**src/rtl/gcm_pkg.sv**
```systemverilog
// Shared types and constants for the GCM GHASH engine.
// Vectors use GCM bit order: index 0 is the leftmost (most significant) bit.
package gcm_pkg;

  localparam int unsigned BLOCK_W = 128;
  localparam logic [0:BLOCK_W-1] GCM_R = 128'hE1 << 120;

  typedef enum logic [1:0] {
    CmdInit = 2'd0,
    CmdAad  = 2'd1,
    CmdCt   = 2'd2,
    CmdFin  = 2'd3
  } ghash_cmd_e;

  typedef enum logic [1:0] {
    StIdle = 2'd0,
    StMul  = 2'd1,
    StTag  = 2'd2
  } ghash_state_e;

  typedef enum logic {
    PhAad = 1'b0,
    PhCt  = 1'b1
  } ghash_phase_e;

  typedef struct packed {
    logic [0:BLOCK_W-1] h;
    logic [0:BLOCK_W-1] acc;
    logic [63:0]        aad_len;
    logic [63:0]        ct_len;
    ghash_phase_e       phase;
  } ghash_ctx_t;

  // Zero every byte at or beyond nbytes (nbytes already limited to 1..16).
  function automatic logic [0:BLOCK_W-1] mask_block(input logic [0:BLOCK_W-1] blk,
                                                    input logic [4:0] nbytes);
    logic [0:BLOCK_W-1] m;
    m = blk;
    for (int j = 0; j < BLOCK_W / 8; j++) begin
      if (5'(j) >= nbytes) m[8*j +: 8] = 8'h00;
    end
    return m;
  endfunction

endpackage

```
**src/rtl/gcm_ghash_engine_if.sv**
```systemverilog
// Command/tag bus of the GHASH engine; o_err exists only when GCM_GHASH_ERR_EN is defined.
interface gcm_ghash_engine_if #(
  parameter int unsigned NUM_CH = 4
);
  import gcm_pkg::*;

  localparam int unsigned CH_W = (NUM_CH > 1) ? $clog2(NUM_CH) : 1;

  logic               i_valid;
  logic               o_ready;
  ghash_cmd_e         i_cmd;
  logic [CH_W-1:0]    i_ch;
  logic [0:BLOCK_W-1] i_data;
  logic [0:4]         i_nbytes;
  logic               o_tag_valid;
  logic [0:BLOCK_W-1] o_tag;
  logic [CH_W-1:0]    o_tag_ch;
`ifdef GCM_GHASH_ERR_EN
  logic               o_err;

  modport master (
    output i_valid, i_cmd, i_ch, i_data, i_nbytes,
    input  o_ready, o_tag_valid, o_tag, o_tag_ch, o_err
  );
  modport slave (
    input  i_valid, i_cmd, i_ch, i_data, i_nbytes,
    output o_ready, o_tag_valid, o_tag, o_tag_ch, o_err
  );
`else
  modport master (
    output i_valid, i_cmd, i_ch, i_data, i_nbytes,
    input  o_ready, o_tag_valid, o_tag, o_tag_ch
  );
  modport slave (
    input  i_valid, i_cmd, i_ch, i_data, i_nbytes,
    output o_ready, o_tag_valid, o_tag, o_tag_ch
  );
`endif

endinterface

```
**src/rtl/gcm_gf128_digit_step.sv**
```systemverilog
// One digit of a GF(2^128) shift-and-add multiply: consumes DIGIT_W multiplier bits MSB-first.
module gcm_gf128_digit_step
  import gcm_pkg::*;
#(
  parameter int unsigned DIGIT_W = 8
) (
  input  logic [0:BLOCK_W-1] i_z,
  input  logic [0:BLOCK_W-1] i_v,
  input  logic [0:DIGIT_W-1] i_digit,
  output logic [0:BLOCK_W-1] o_z,
  output logic [0:BLOCK_W-1] o_v
);

  logic [0:BLOCK_W-1] w_z;
  logic [0:BLOCK_W-1] w_v;

  always_comb begin
    w_z = i_z;
    w_v = i_v;
    for (int i = 0; i < DIGIT_W; i++) begin
      if (i_digit[i]) w_z = w_z ^ w_v;
      w_v = (w_v >> 1) ^ (w_v[BLOCK_W-1] ? GCM_R : '0);
    end
  end

  assign o_z = w_z;
  assign o_v = w_v;

endmodule

```
**src/rtl/gcm_ghash_engine.sv**
```systemverilog
// Multi-context GHASH/tag engine: digit-serial multiply-accumulate, length block and tag XOR.
// Define GCM_GHASH_ERR_EN to enable command-order/length checking and the o_err pulse.
module gcm_ghash_engine
  import gcm_pkg::*;
#(
  parameter int unsigned DIGIT_W = 8,
  parameter int unsigned NUM_CH  = 4
) (
  input logic               clk,
  input logic               rst,
  gcm_ghash_engine_if.slave bus
);

  localparam int unsigned CH_W  = (NUM_CH > 1) ? $clog2(NUM_CH) : 1;
  localparam int unsigned NMUL  = BLOCK_W / DIGIT_W;
  localparam int unsigned CNT_W = (NMUL > 1) ? $clog2(NMUL) : 1;

  ghash_state_e       r_state;
  ghash_state_e       w_state_next;
  ghash_ctx_t         r_ctx [NUM_CH];
  logic [CNT_W-1:0]   r_cnt;
  logic [CH_W-1:0]    r_ch;
  logic               r_fin;
  logic [0:BLOCK_W-1] r_z;
  logic [0:BLOCK_W-1] r_v;
  logic [0:BLOCK_W-1] r_x;
  logic [0:BLOCK_W-1] r_ek;
  logic [0:BLOCK_W-1] r_tag;
  logic [CH_W-1:0]    r_tag_ch;
  logic               r_tag_valid;

  logic               w_accept;
  logic               w_is_data;
  logic               w_drop;
  logic               w_last;
  logic [4:0]         w_nb_raw;
  logic [4:0]         w_nbytes;
  logic [63:0]        w_len_inc;
  logic [0:BLOCK_W-1] w_blk;
  logic [0:BLOCK_W-1] w_x;
  logic [0:BLOCK_W-1] w_z_next;
  logic [0:BLOCK_W-1] w_v_next;

  assign w_accept  = bus.i_valid && (r_state == StIdle);
  assign w_is_data = (bus.i_cmd == CmdAad) || (bus.i_cmd == CmdCt);
  assign w_nb_raw  = bus.i_nbytes;

`ifdef GCM_GHASH_ERR_EN
  logic [NUM_CH-1:0] r_partial;
  logic              r_err;
  logic              w_partial;

  assign w_nbytes  = w_nb_raw;
  assign w_partial = w_nb_raw < 5'd16;
  // A partial block is only legal as the last block of a phase; CT after AAD opens a new phase.
  assign w_drop = w_is_data &&
                  ((w_nb_raw == 5'd0) || (w_nb_raw > 5'd16) ||
                   ((bus.i_cmd == CmdAad) && (r_ctx[bus.i_ch].phase == PhCt)) ||
                   (w_partial && r_partial[bus.i_ch] &&
                    !((bus.i_cmd == CmdCt) && (r_ctx[bus.i_ch].phase == PhAad))));

  always_ff @(posedge clk) begin
    if (rst) begin
      r_partial <= '0;
      r_err     <= 1'b0;
    end else begin
      r_err <= w_accept && w_drop;
      if (w_accept && !w_drop) begin
        r_partial[bus.i_ch] <= w_is_data ? w_partial : 1'b0;
      end
    end
  end

  assign bus.o_err = r_err;
`else
  assign w_nbytes = ((w_nb_raw == 5'd0) || (w_nb_raw > 5'd16)) ? 5'd16 : w_nb_raw;
  assign w_drop   = 1'b0;
`endif

  assign w_len_inc = {56'd0, w_nbytes, 3'd0};
  assign w_blk     = mask_block(bus.i_data, w_nbytes);
  assign w_x       = (bus.i_cmd == CmdFin) ?
                     (r_ctx[bus.i_ch].acc ^ {r_ctx[bus.i_ch].aad_len, r_ctx[bus.i_ch].ct_len}) :
                     (r_ctx[bus.i_ch].acc ^ w_blk);
  assign w_last    = (r_cnt == CNT_W'(NMUL - 1));

  gcm_gf128_digit_step #(
    .DIGIT_W (DIGIT_W)
  ) u_step (
    .i_z     (r_z),
    .i_v     (r_v),
    .i_digit (r_x[0:DIGIT_W-1]),
    .o_z     (w_z_next),
    .o_v     (w_v_next)
  );

  always_comb begin
    w_state_next = r_state;
    unique case (r_state)
      StIdle: if (w_accept && !w_drop && (bus.i_cmd != CmdInit)) w_state_next = StMul;
      StMul:  if (w_last) w_state_next = r_fin ? StTag : StIdle;
      StTag:  w_state_next = StIdle;
      default: w_state_next = StIdle;
    endcase
  end

  always_ff @(posedge clk) begin
    if (rst) begin
      r_state     <= StIdle;
      r_cnt       <= '0;
      r_ch        <= '0;
      r_fin       <= 1'b0;
      r_z         <= '0;
      r_v         <= '0;
      r_x         <= '0;
      r_ek        <= '0;
      r_tag       <= '0;
      r_tag_ch    <= '0;
      r_tag_valid <= 1'b0;
      for (int c = 0; c < NUM_CH; c++) r_ctx[c] <= '0;
    end else begin
      r_state     <= w_state_next;
      r_tag_valid <= 1'b0;
      if (w_accept && !w_drop) begin
        r_ch  <= bus.i_ch;
        r_fin <= (bus.i_cmd == CmdFin);
        r_z   <= '0;
        r_v   <= r_ctx[bus.i_ch].h;
        r_x   <= w_x;
        r_ek  <= bus.i_data;
        r_cnt <= '0;
        unique case (bus.i_cmd)
          CmdInit: begin
            r_ctx[bus.i_ch].h       <= bus.i_data;
            r_ctx[bus.i_ch].acc     <= '0;
            r_ctx[bus.i_ch].aad_len <= '0;
            r_ctx[bus.i_ch].ct_len  <= '0;
            r_ctx[bus.i_ch].phase   <= PhAad;
          end
          CmdAad: r_ctx[bus.i_ch].aad_len <= r_ctx[bus.i_ch].aad_len + w_len_inc;
          CmdCt: begin
            r_ctx[bus.i_ch].ct_len <= r_ctx[bus.i_ch].ct_len + w_len_inc;
            r_ctx[bus.i_ch].phase  <= PhCt;
          end
          CmdFin: begin
            // Operand already captured in r_x, so the context can be wiped now.
            r_ctx[bus.i_ch].acc     <= '0;
            r_ctx[bus.i_ch].aad_len <= '0;
            r_ctx[bus.i_ch].ct_len  <= '0;
            r_ctx[bus.i_ch].phase   <= PhAad;
          end
          default: ;
        endcase
      end
      if (r_state == StMul) begin
        r_z   <= w_z_next;
        r_v   <= w_v_next;
        r_x   <= r_x << DIGIT_W;
        r_cnt <= r_cnt + CNT_W'(1);
        if (w_last && !r_fin) r_ctx[r_ch].acc <= w_z_next;
      end
      if (r_state == StTag) begin
        r_tag       <= r_z ^ r_ek;
        r_tag_ch    <= r_ch;
        r_tag_valid <= 1'b1;
      end
    end
  end

  assign bus.o_ready     = (r_state == StIdle);
  assign bus.o_tag_valid = r_tag_valid;
  assign bus.o_tag       = r_tag;
  assign bus.o_tag_ch    = r_tag_ch;

endmodule

```
**src/flat_wrapper.sv**
```systemverilog
// flat-port wrapper written by rule: the top's interface ports become plain ports
module gcm_ghash_engine_flat import gcm_pkg::*;
#(
  parameter int unsigned DIGIT_W = 8,
  parameter int unsigned NUM_CH  = 4
)
  (clk, rst, bus_i_valid, bus_i_cmd, bus_i_ch, bus_i_data, bus_i_nbytes, bus_o_ready, bus_o_tag_valid, bus_o_tag, bus_o_tag_ch);
  gcm_ghash_engine_if #(.NUM_CH(NUM_CH)) bus_i ();
  input logic clk;
  input logic rst;
  input wire logic [$bits(bus_i.i_valid)-1:0] bus_i_valid;
  input wire logic [$bits(bus_i.i_cmd)-1:0] bus_i_cmd;
  input wire logic [$bits(bus_i.i_ch)-1:0] bus_i_ch;
  input wire logic [$bits(bus_i.i_data)-1:0] bus_i_data;
  input wire logic [$bits(bus_i.i_nbytes)-1:0] bus_i_nbytes;
  output wire logic [$bits(bus_i.o_ready)-1:0] bus_o_ready;
  output wire logic [$bits(bus_i.o_tag_valid)-1:0] bus_o_tag_valid;
  output wire logic [$bits(bus_i.o_tag)-1:0] bus_o_tag;
  output wire logic [$bits(bus_i.o_tag_ch)-1:0] bus_o_tag_ch;
  assign bus_i.i_valid = bus_i_valid;
  assign bus_i.i_cmd = bus_i_cmd;
  assign bus_i.i_ch = bus_i_ch;
  assign bus_i.i_data = bus_i_data;
  assign bus_i.i_nbytes = bus_i_nbytes;
  assign bus_o_ready = bus_i.o_ready;
  assign bus_o_tag_valid = bus_i.o_tag_valid;
  assign bus_o_tag = bus_i.o_tag;
  assign bus_o_tag_ch = bus_i.o_tag_ch;
  gcm_ghash_engine #(.DIGIT_W(DIGIT_W), .NUM_CH(NUM_CH)) u_core (.clk(clk), .rst(rst), .bus(bus_i));
endmodule
```
**config.mk**
```make
export PLATFORM = sky130hd
export DESIGN_NAME = gcm_ghash_engine_flat
export DESIGN_NICKNAME = d
export VERILOG_FILES = /design/src/rtl/gcm_pkg.sv /design/src/rtl/gcm_ghash_engine_if.sv /design/src/rtl/gcm_gf128_digit_step.sv /design/src/rtl/gcm_ghash_engine.sv /design/src/flat_wrapper.sv
export SDC_FILE = /design/constraint.sdc
export NUM_CORES = 2
export LEC_CHECK = 0
export CORE_MARGIN = 2
export CORE_UTILIZATION = 55
export DETAILED_ROUTE_END_ITERATION = 10
export GPL_TIMING_DRIVEN = 0
export MAX_ROUTING_LAYER = met4
export PLACE_DENSITY_LB_ADDON = 0.05
export SETUP_SLACK_MARGIN = 0.15
export SYNTH_ARGS = -nofsm -noshare
export SYNTH_HDL_FRONTEND = slang
export SYNTH_HIERARCHICAL = 1
export SYNTH_SLANG_ARGS = --single-unit
```
**constraint.sdc**
```tcl
create_clock -name clk -period 14.4 [get_ports clk]
set_clock_uncertainty 0.15 [all_clocks]
set_input_delay 4.32 -clock clk [delete_from_list [all_inputs] [get_ports clk]]
set_output_delay 4.32 -clock clk [all_outputs]
set_load 0.02 [all_outputs]
```
==> run metrics <==
critical path endpoint u_core/r_ctx[1][57]; CTS Buffer Depth 3; antenna-violating nets left 0; first-pass GRT wire length 549,000 um; Max FO, Critical Path 13; largest net degree at the start of global routing 55; Port Buf Inserts 270; worst-case vdd ir drop 118 uV; CTS buffer count 225; cell area after synthesis 0.109 mm2; Pwr Total 0.0156 W; CTS clock-pin slew for the worst setup and hold paths 0.06 ns; Post-synth EDFFs 1,536; CTS root buf clkbuf_16; layout cells sized above 1 9.44%; IO Count 272; Final Setup Violations 0; Fmax achieved 0.0889 GHz; Slew @ Worst Pin 1.59 ns; Synth Area in Adders 0.180%; endpoint type of the worst setup path register; Clock Sinks 2,188; Mapped Cells 10.1k; failing checks capacitance limit, slew limit; via count 82.1k; reg2reg end u_core/r_ctx[2][93]; Crit Path Class in2reg; flop2flop setup slack 9.66 ns; Placer Congestion 0.992; DR vias/cell 6.09; grt ovf 0; worst endpoint required time 14.98 ns; commonest non-fill, non-tap cell in the layout nand2_1; power per cell area 126 mW/mm2; largest family of logic cells by synthesized area simple AND/OR/NAND/NOR gates; Post-Synth XOR/XNOR Area 10.7%; Netlist cell types 93; Post-CTS Resized 0; worst hold-check path type reg2reg; fin util 62.7%; crit path time final 11.25 ns; Startpoint Class input pin; setup slack after layout 3.15 ns; final clock period utilization by the worst path 78.1%; ys flop type edfxtp_1; DP HPWL 288,000 um; Synth Area in Simple Gates 14.1%; total of max-cap violations 2; Area after DPL 0.116 mm2; final WL 387,000 um; vias in the first global route 78.3k; FP Rows 163; unrepaired setup endpoints after global routing false; status finished with violations; drt first pass iters 6; P&R area growth vs syn 13.5%; Max Slew Vio Count 22; Post-Syn Nets 10.2k; slew margin rel. -6.13%; DR WL met3 44,800 um; Global Route Usage Sum 38.9%; worst-skew pair later-pin latency 0.90 ns; core area 0.197 mm2; Synth Area in Compound Gates 7.54%; YS warnings 6; Remaining DRCs 0; mux contribution to synthesized area 8.17%; Initial DRC Count 10.8k; sequential area share after synthesis 54.4%; Die ar. 0.201 mm2; chip width 449 um; post-place setup slack 2.01 ns; hold buffer count at CTS 0; most frequent cells in the layout 2,000 x nand2_1, 1,536 x edfxtp_1, 1,277 x nor2_1; initial antenna violation count 39; Async SR Flop Fraction 0%; H-tree lvl count 4; wire length on met1 153,000 um; hold_sp u_core/r_ek[60]; reg2reg path depth 10; met2 WL 170,000 um; top routing layer used met4; timing startpoint of the critical path bus_i_ch[1]; reg2reg start u_core/r_state[0]; Post-CTS Repair Setup Buffers 0; Nets 10.8k; LEAKAGE 43.0 nW; DR WL/cell 28.7 um; final hold vios 0; CTS tree built; flops & latches, synth 2,188; initial core utilization 55.2%; final instance area 0.123 mm2; Critical Path AT 11.83 ns; DIE HEIGHT 449 um; Mean Syn Cell Area 10.8 um2
-- report_power, final --
group / switching (W) / internal [W]
registers: 0.000197 / 0.00707
clock network: 0.00258 / 0.00333
logic: 0.00159 / 0.000807
total: 0.00437 / 0.0112
-- critical path, stage by stage --
cell and delay, ns:
clkdlybuf4s50_1 0.55, buf_6 0.22, clkbuf_8 0.24, buf_4 0.27, buf_2 0.56, buf_2 0.52
buf_2 0.43, clkbuf_2 0.79, mux4_2 0.50, ha_1 0.32, a21o_1 0.18, maj3_1 0.40
a31oi_1 0.71, nand4bb_1 0.33, clkbuf_1 0.57, buf_2 0.46, o31ai_1 0.19, a21oi_1 0.18
-- cell usage after synthesis (all sizes together) (37+ instances only) --
master | n | area [um2]
a311oi | 128 | 1120
edfxtp | 1536 | 46100
buf | 246 | 1610
xor2 | 297 | 2630
a22oi | 157 | 1180
a211oi | 163 | 1220
nand4 | 40 | 275
nor2 | 1278 | 4800
nor3 | 71 | 365
nand3 | 37 | 185
mux4 | 384 | 8790
and2 | 65 | 408
a21oi | 429 | 2150
o21ai | 89 | 445
a22o | 130 | 1140
clkbuf | 635 | 2420
nand2 | 2001 | 7510
xnor2 | 995 | 8710
dfxtp | 652 | 13100
inv | 354 | 1330
-- kinds of logic (layout without fill, tap and decap cells) --
logic type,after synthesis,count (layout)
and+or+nand+nor,3725,3725
DFF,2188,2188
xor gates and xnor gates,1303,1303
buffers and inverters,1236,1982
other,0,29
adders and majority gates,15,15
AOI/OAI and AO/OA,1215,1215
muxes,393,393
-- how the worst min path moves through the flow --
stage	end	cells after the start
global route	u_core/r_ek[113]	2
detailed placement	u_core/r_ek[51]	2
finish	u_core/r_ek[60]	2
global placement	u_core/r_ek[69]	2
floorplan	u_core/r_x[120]	2
CTS	u_core/r_ek[51]	2
-- per-stage QoR --
| stage | cells | TNS [ns] | hold slack [ns] |
|---|---|---|---|
| after floorplan | 10075 | 0 | 0.282 |
| after global placement | 12985 | -2231.59 | 0.293 |
| after detailed placement | 13031 | 0 | 0.296 |
| after CTS | 13459 | 0 | 0.306 |
| after global routing | 13481 | 0 | 0.319 |
| final | 13490 | 0 | 0.305 |
-- layer usage --
layer	vias up	track usage (%)
li1	35931	-
met5	-	-
met3	719	7.70
met1	40723	53.7
met2	4743	56.4
met4	0	16.3
-- sequential cells by signal, indices dropped and copies added, names as in the netlist --
name	count
u_core/bus.o_tag	128
u_core/bus.o_tag_ch	2
u_core/bus.o_tag_valid	1
u_core/r_ch	2
u_core/r_cnt	4
u_core/r_ctx	1536
u_core/r_ek	128
u_core/r_fin	1
u_core/r_state	2
u_core/r_v	128
u_core/r_x	128
u_core/r_z	128
-- area by class of cell --
| cell class | instances | area [um2] |
|---|---|---|
| fill | 16255 | 73400 |
| antenna | 29 | 72.6 |
| timing repair buffer | 318 | 3710 |
| inverter | 355 | 1330 |
| tap | 2640 | 3300 |
| sequential | 2188 | 59200 |
| multi-input combinational | 6651 | 44300 |
| clock buffer | 282 | 5980 |
| buffer | 881 | 4060 |
| clock inverter | 146 | 1430 |
(Power assumes the default switching activity.)
